**config.mk**
```make
export PLATFORM = sky130hd
export DESIGN_NAME = ysyx_220053_ifu
export DESIGN_NICKNAME = d
export VERILOG_FILES = /design/src/rtl/ysyx_220053_ifu.sv
export SDC_FILE = /design/constraint.sdc
export NUM_CORES = 1
export LEC_CHECK = 0
export ABC_AREA = 1
export BUFFER_PORTS_ARGS = -buffer_cell sky130_fd_sc_hd__buf_2
export CAP_MARGIN = 40
export CORE_ASPECT_RATIO = 0.8
export CORE_MARGIN = 4
export CORE_UTILIZATION = 33
export CTS_CLUSTER_SIZE = 16
export DETAILED_ROUTE_END_ITERATION = 8
export PLACE_DENSITY = 0.56
export SKIP_LAST_GASP = 1
export SYNTH_ARGS = -nofsm -noshare
export SYNTH_HDL_FRONTEND = slang
export SYNTH_SLANG_ARGS = --single-unit
```
**constraint.sdc**
```tcl
create_clock -name clk -period 1.6 [get_ports clk]
set_input_delay 0.32 -clock clk [delete_from_list [all_inputs] [get_ports clk]]
set_output_delay 0.32 -clock clk [all_outputs]
set_load 0.005 [all_outputs]
```
**src/rtl/ysyx_220053_ifu.sv**
```systemverilog
// ysyx_220053_ifu: instruction fetch unit holding the PC, one outstanding imem request,
// and a valid/ready hand-off of {instr, pc} to decode with redirect and halt support.
module ysyx_220053_ifu #(
    parameter int XLEN = 64,
    parameter logic [XLEN-1:0] RESET_PC = 'h8000_0000,
    parameter int PC_STEP = 4
) (
    input  logic            clk,
    input  logic            rst,
    output logic            imem_req_valid,
    input  logic            imem_req_ready,
    output logic [XLEN-1:0] imem_addr,
    input  logic            imem_rsp_valid,
    input  logic [31:0]     imem_rsp_data,
    output logic            inst_valid,
    input  logic            inst_ready,
    output logic [31:0]     instr_o,
    output logic [XLEN-1:0] pc_o,
    input  logic            redirect_valid,
    input  logic [XLEN-1:0] redirect_pc,
    input  logic            halt_req,
    output logic            halted
);
    typedef enum logic [1:0] {S_FETCH, S_WAIT, S_HOLD, S_STOP} state_t;
    state_t state, state_n;
    logic [XLEN-1:0] pc, pc_n, pc_o_n;
    logic [31:0] instr_n;
    logic drop, drop_n, rst_q;
    logic req_fire, discard;
    logic [XLEN-1:0] target;
    // rst_q keeps the request line low for the cycle right after reset
    assign imem_req_valid = (state == S_FETCH) && !rst_q;
    assign inst_valid = state == S_HOLD;
    assign halted = state == S_STOP;
    assign imem_addr = pc;
    assign req_fire = imem_req_valid && imem_req_ready;
    assign target = {redirect_pc[XLEN-1:2], 2'b00};
    assign discard = redirect_valid || drop;
    always_ff @(posedge clk) begin
        if (rst) begin
            state   <= S_FETCH;
            pc      <= RESET_PC;
            drop    <= state == S_WAIT;
            instr_o <= '0;
            pc_o    <= '0;
            rst_q   <= 1'b1;
        end else begin
            state   <= state_n;
            pc      <= pc_n;
            drop    <= drop_n;
            instr_o <= instr_n;
            pc_o    <= pc_o_n;
            rst_q   <= 1'b0;
        end
    end
    always_comb begin
        state_n = state;
        pc_n    = pc;
        drop_n  = drop;
        instr_n = instr_o;
        pc_o_n  = pc_o;
        if (halt_req) begin
            state_n = S_STOP;
        end else begin
            case (state)
                S_FETCH: begin
                    pc_n = redirect_valid ? target : pc;
                    if (req_fire) begin
                        state_n = S_WAIT;
                        drop_n  = drop || redirect_valid;
                    end
                end
                S_WAIT: begin
                    pc_n = redirect_valid ? target : pc;
                    if (imem_rsp_valid) begin
                        drop_n  = 1'b0;
                        state_n = discard ? S_FETCH : S_HOLD;
                        instr_n = discard ? instr_o : imem_rsp_data;
                        pc_o_n  = discard ? pc_o : pc;
                    end else begin
                        drop_n = discard;
                    end
                end
                S_HOLD: begin
                    pc_n    = redirect_valid ? target : inst_ready ? pc + XLEN'(PC_STEP) : pc;
                    state_n = (redirect_valid || inst_ready) ? S_FETCH : S_HOLD;
                end
                default: state_n = S_STOP;
            endcase
        end
    end
endmodule

```
# Word-level counts from Yosys, hierarchy flattened
# Index checks and enable logic that the tools add are counted.
# word_totals
inputBits	103
elab_cells	47
ff_bits	164
out_inout_bits	163
# op_classes
n_bitwise	2
mux	16
n_addsub	1
eq_ne	9
reduce_logical	13
# op_table
cell	count
$mux 64	3
$pmux 64 s2	1
$add 64x3->64 const B	1
$mux 2	5
$ne 3x3->1 const B	3
$reduce_and 4->1	2
$pmux 2 s3	1
$mux 1	5
$eq 2x2->1 const B	2
$ne 3x1->1 const B	1
$reduce_and 3->1	1
$reduce_bool 3->1	1
$eq 2x1->1 const B	1
$logic_and 1x1->1	2
$logic_not 2->1	1
$logic_or 1x1->1	2
$ne 2x1->1 const B	1
$ne 2x2->1 const B	1
$not 1->1	2
$pmux 1 s2	1
$reduce_and 2->1	1
$reduce_bool 2->1	1
$reduce_or 2->1	1
$logic_not 1->1	1

# Longest topological paths before layout
# logic_depth
depth_word	7
ltp_mapped	12
mapped_depth_nobuf	12

# Worst setup path after synthesis
# No wires, ideal clock.
# synth_timing
path_kind	reg2reg
startpoint	reg pc[2] (netlist: imem_addr[2])
endpoint	reg pc[62] (netlist: imem_addr[62])
synth_period_minus_slack_ns	1.664
setup_slack_ns	-0.064
required_ns	1.468
path_stages_with_launch	11
arrival_time_ns	1.532
path_buffers	0
setup_ns	0.132
cell_sequence	dfxtp_1 ha_1 nand2_1 nor2_4 inv_1 nor2_4 nand2_1 o21ai_0 nand3_1 nand2_1 a21oi_1
# synth_via
elab_chain_cells	4
# synth_rtl
element	line_no	text
start: declaration	26	logic [XLEN-1:0] pc, pc_n, pc_o_n;
start signal: assignment	49	pc <= pc_n;
$add 64x3->64	85	pc_n = redirect_valid ? target : inst_ready ? pc + XLEN'(PC_STEP) : pc;
$mux 64 (2 in series)	85	
$pmux 64 s2	65	case (state)
# Every way passes these cells. The select of a mux whose other input is x is not followed.
# A chain may end at the register's enable or synchronous reset.

# Worst setup path in the final report
# layout_timing
startpoint	reg state[0]
endpoint	reg pc[17] (netlist: imem_addr[17])
# layout_via
elab_chain_cells	4
word_cells_on_any_way	9
classes_between	eq/ne (4); mux (1); reduce/logical (4)
# layout_rtl
element	line_no	text
start: declaration	25	state_t state, state_n;
start signal: assignment	48	state <= state_n;
$eq 2x1->1 or $logic_not 2->1 (tied branches)	65	
$reduce_or 2->1 (no source line)	-	
$ne 2x1->1 (no source line) or $reduce_bool 2->1 (tied branches)	-	
$reduce_and 4->1 (no source line)	-	
# Parallel ways exist; a longest one is shown, timed or not.

==> impl_metrics.ini <==
[critical_path]
critical_path_class = flop to flop
cp-startpoint = state[0]$_SDFFE_PP0P_
cp-start-kind = flop
r2r_start = state[0]$_SDFFE_PP0P_
cp-end-kind = flop
crit_arrival_ns = 2.16
cp_data_required_time_ns = 1.97
cp_max_fo = 7

[synthesis]
synth_adder_area_share_pct = 0.732
synth_top_family_by_area = simple AND/OR/NAND/NOR gates
synth_top_area_share_pct = 37.2
ys_types = 39
ys_ff_latch = 160
avgSynthCellArea_sq_um = 6.35
synthTopCellsByArea = dfxtp_1 37%, nand2_1 14%, nor2_1 13%
synth_simple_gate_area_share_pct = 36.6
synth-seq-area-share_pct = 37.6
synth-edff-count = 1
synth_ff_type = dfxtp_1
synthXorXnorAreaFrac_pct = 1.13
synth_cells = 1347
yosys_warnings = 0
synthArstFlopShare_pct = 0
yosys.area.top_type = dfxtp_1
synth_compound_area_share_pct = 16.1
synthMuxAreaShare_pct = 0
syn_area_sq_um = 8550

[timing]
finalSetupViolations = 147
rsz0062_at_grt = true
slew_viol_final = 0
fin_crit_sh_pct = 112
finClkSkew_ns = 0.0125
hold_viol_final = 0
layout_setup_ws_ns = -0.197
fmax_ghz = 0.556
min_period_ns = 1.80

[pwr]
total_power_w = 0.0117
peakVddDrop_v = 0.000925
p_per_area_nw_per_um2 = 798
p_leak_nw = 6.66

[route]
drt_iter0_markers = 919
viasPerCell = 5.15
wire_per_inst_um = 19.5
routed_wl_um = 41700
vias = 11000
route.detailed.drc = 0
first_pass_iters = 5
drtAntennaViolNets = 0

[clocking]
clk_path_buf_depth = 2
cts_tree = built
cts_root_buffer = clkbuf_16
cts_sinks = 160
cts-hold-fix-buffers = 0
numCtsBuffers = 17
clk_latency_ns = 0.45
clk_pin_slew_ns = 0.08
htreeDepth = 4

[worst_hold_path]
hold_class = input pin to flop
hold_start = imem_rsp_data[29]

[die]
fp.dieH_um = 152
rows = 52
pin_count = 266
start_util_pct = 33.7
core_area_sq_um = 25400
dieWidth_um = 188
die_area_sq_um = 28600

[global_route]
grt_first_pass_wirelength_um = 60500
antenna_found_initial = 6
grt_pass1_vias = 10500
grt_max_degree = 61
gr-total-overflow = 0
grt_use_total_pct = 26.9

[final_layout]
final_layout_size_suffix_gt1_share_pct = 48.1
final_util_pct = 57.8
ff_latch_area_sq_um = 3260
fin_nets = 1905
multiInputGateArea_sq_um = 5970
syn_to_final_growth_pct = 71.4
nFillCells = 2378

[placed_design]
io_buffer_count = 259
place_congestion = 0.937
dp_hpwl_um = 27500

[flow_run]
maxCapViolations = 0

[status]
outcome = complete, but fails checks
violations = negative setup slack
-- logic make-up (layout without fill, tap and decap cells) --
group,count (synthesis),after routing
buffers and inverters,165,625
AO/OA/AOI/OAI,265,265
other,1,6
XOR/XNOR,11,11
AND/OR/NAND/NOR,740,740
flip-flops,160,160
adder cells (fa/ha/maj),5,5
-- critical path, stage by stage, from the launching register on --
cell     delay [ns]
dfxtp_4        0.37
buf_12         0.12
ha_4           0.17
inv_4          0.07
a21oi_4        0.06
nor2_4         0.16
buf_6          0.14
buf_12         0.14
buf_12         0.14
buf_6          0.11
nand2_1        0.05
a21oi_1        0.17
-- area by class of cell --
type	instances	share of cell area [%]
diodes	2	0.0342
clock buffers	18	2.93
clock inverters	14	1.14
inverters	96	2.73
multi-input cells	1025	40.7
flip-flops and latches	160	22.2
well taps	324	2.77
repair buffers	497	27.4
-- per-stage QoR --
step / worst slack (ns) / cells / cell area (sq um) / setup TNS, ns / hold WS, ns
2_1_floorplan: 0.00540 / 1350 / 8570 / 0 / 0.348
3_3_place_gp: -0.169 / 2048 / 11500 / -6.86 / 0.487
3_5_place_dp: -0.197 / 2048 / 11500 / -14.01 / 0.496
4_1_cts: -0.118 / 2117 / 13500 / -3.00 / 0.0749
5_1_grt: -0.244 / 2135 / 14700 / -22.54 / 0.100
6_report: -0.197 / 2136 / 14700 / -9.00 / 0.0902
-- cells in the mapped netlist, drive strengths merged, types with 5 or more instances --
cell    count
o21ai     149
buf        30
nor2      323
a21oi      99
clkbuf     39
xor2        7
o211ai      5
nand3      65
ha          5
inv        96
nand2     331
nand4      11
dfxtp     159
-- final timing paths --
check                           cells after the start  slack [ns]                    endpoint
worst min-delay path                                3        0.09    instr_o[29]$_SDFFE_PP0P_
worst min register to register                      2        0.51       pc_o[37]$_SDFFE_PP0P_
worst max register to register                     11       -0.20  imem_addr[17]$_SDFFE_PP0P_
worst max-delay path                               11       -0.20  imem_addr[17]$_SDFFE_PP0P_
-- report_power, final --
part	leakage, nW	internal [W]	switching (W)	total [W]
Combinational	5.06	0.00134	0.00155	0.00289
Sequential	1.31	0.00423	0.000237	0.00446
Clock	0.288	0.00236	0.00198	0.00434
Total	6.66	0.00792	0.00377	0.0117
-- placed cells by master, fill, tap and decap left out, drive strengths merged, types with 4 or more instances in the layout --
cell type	instances
nand3	65
buf	486
nand2	331
xor2	7
conb	4
a21oi	99
clkbuf	28
dfxtp	159
nor3	4
nand4	11
xnor2	4
o211ai	5
o21ai	149
inv	102
nor2	323
a221oi	4
ha	5
-- routing by layer --
layer	vias to the layer above	share of wire [%]	track usage (%)
met4	10	2.1	8.07
met2	523	46	42.0
li1	5248	-	-
met1	5159	43	36.1
met5	-	0.12	0
met3	68	9.4	8.10
-- timing repair --
action,4_1_cts,5_1_grt
resized for setup,267,282
endpoints found under the setup margin,160,161
setup buffers,21,13
pin swaps,68,86
cloned,16,10
-- sequential cells by signal, indices dropped and copies added (netlist names) --
name and flops:
drop 1, pc_o 62, imem_addr 62, state 2, instr_o 32, rst_q 1
Power figures use the tool's default switching activity.
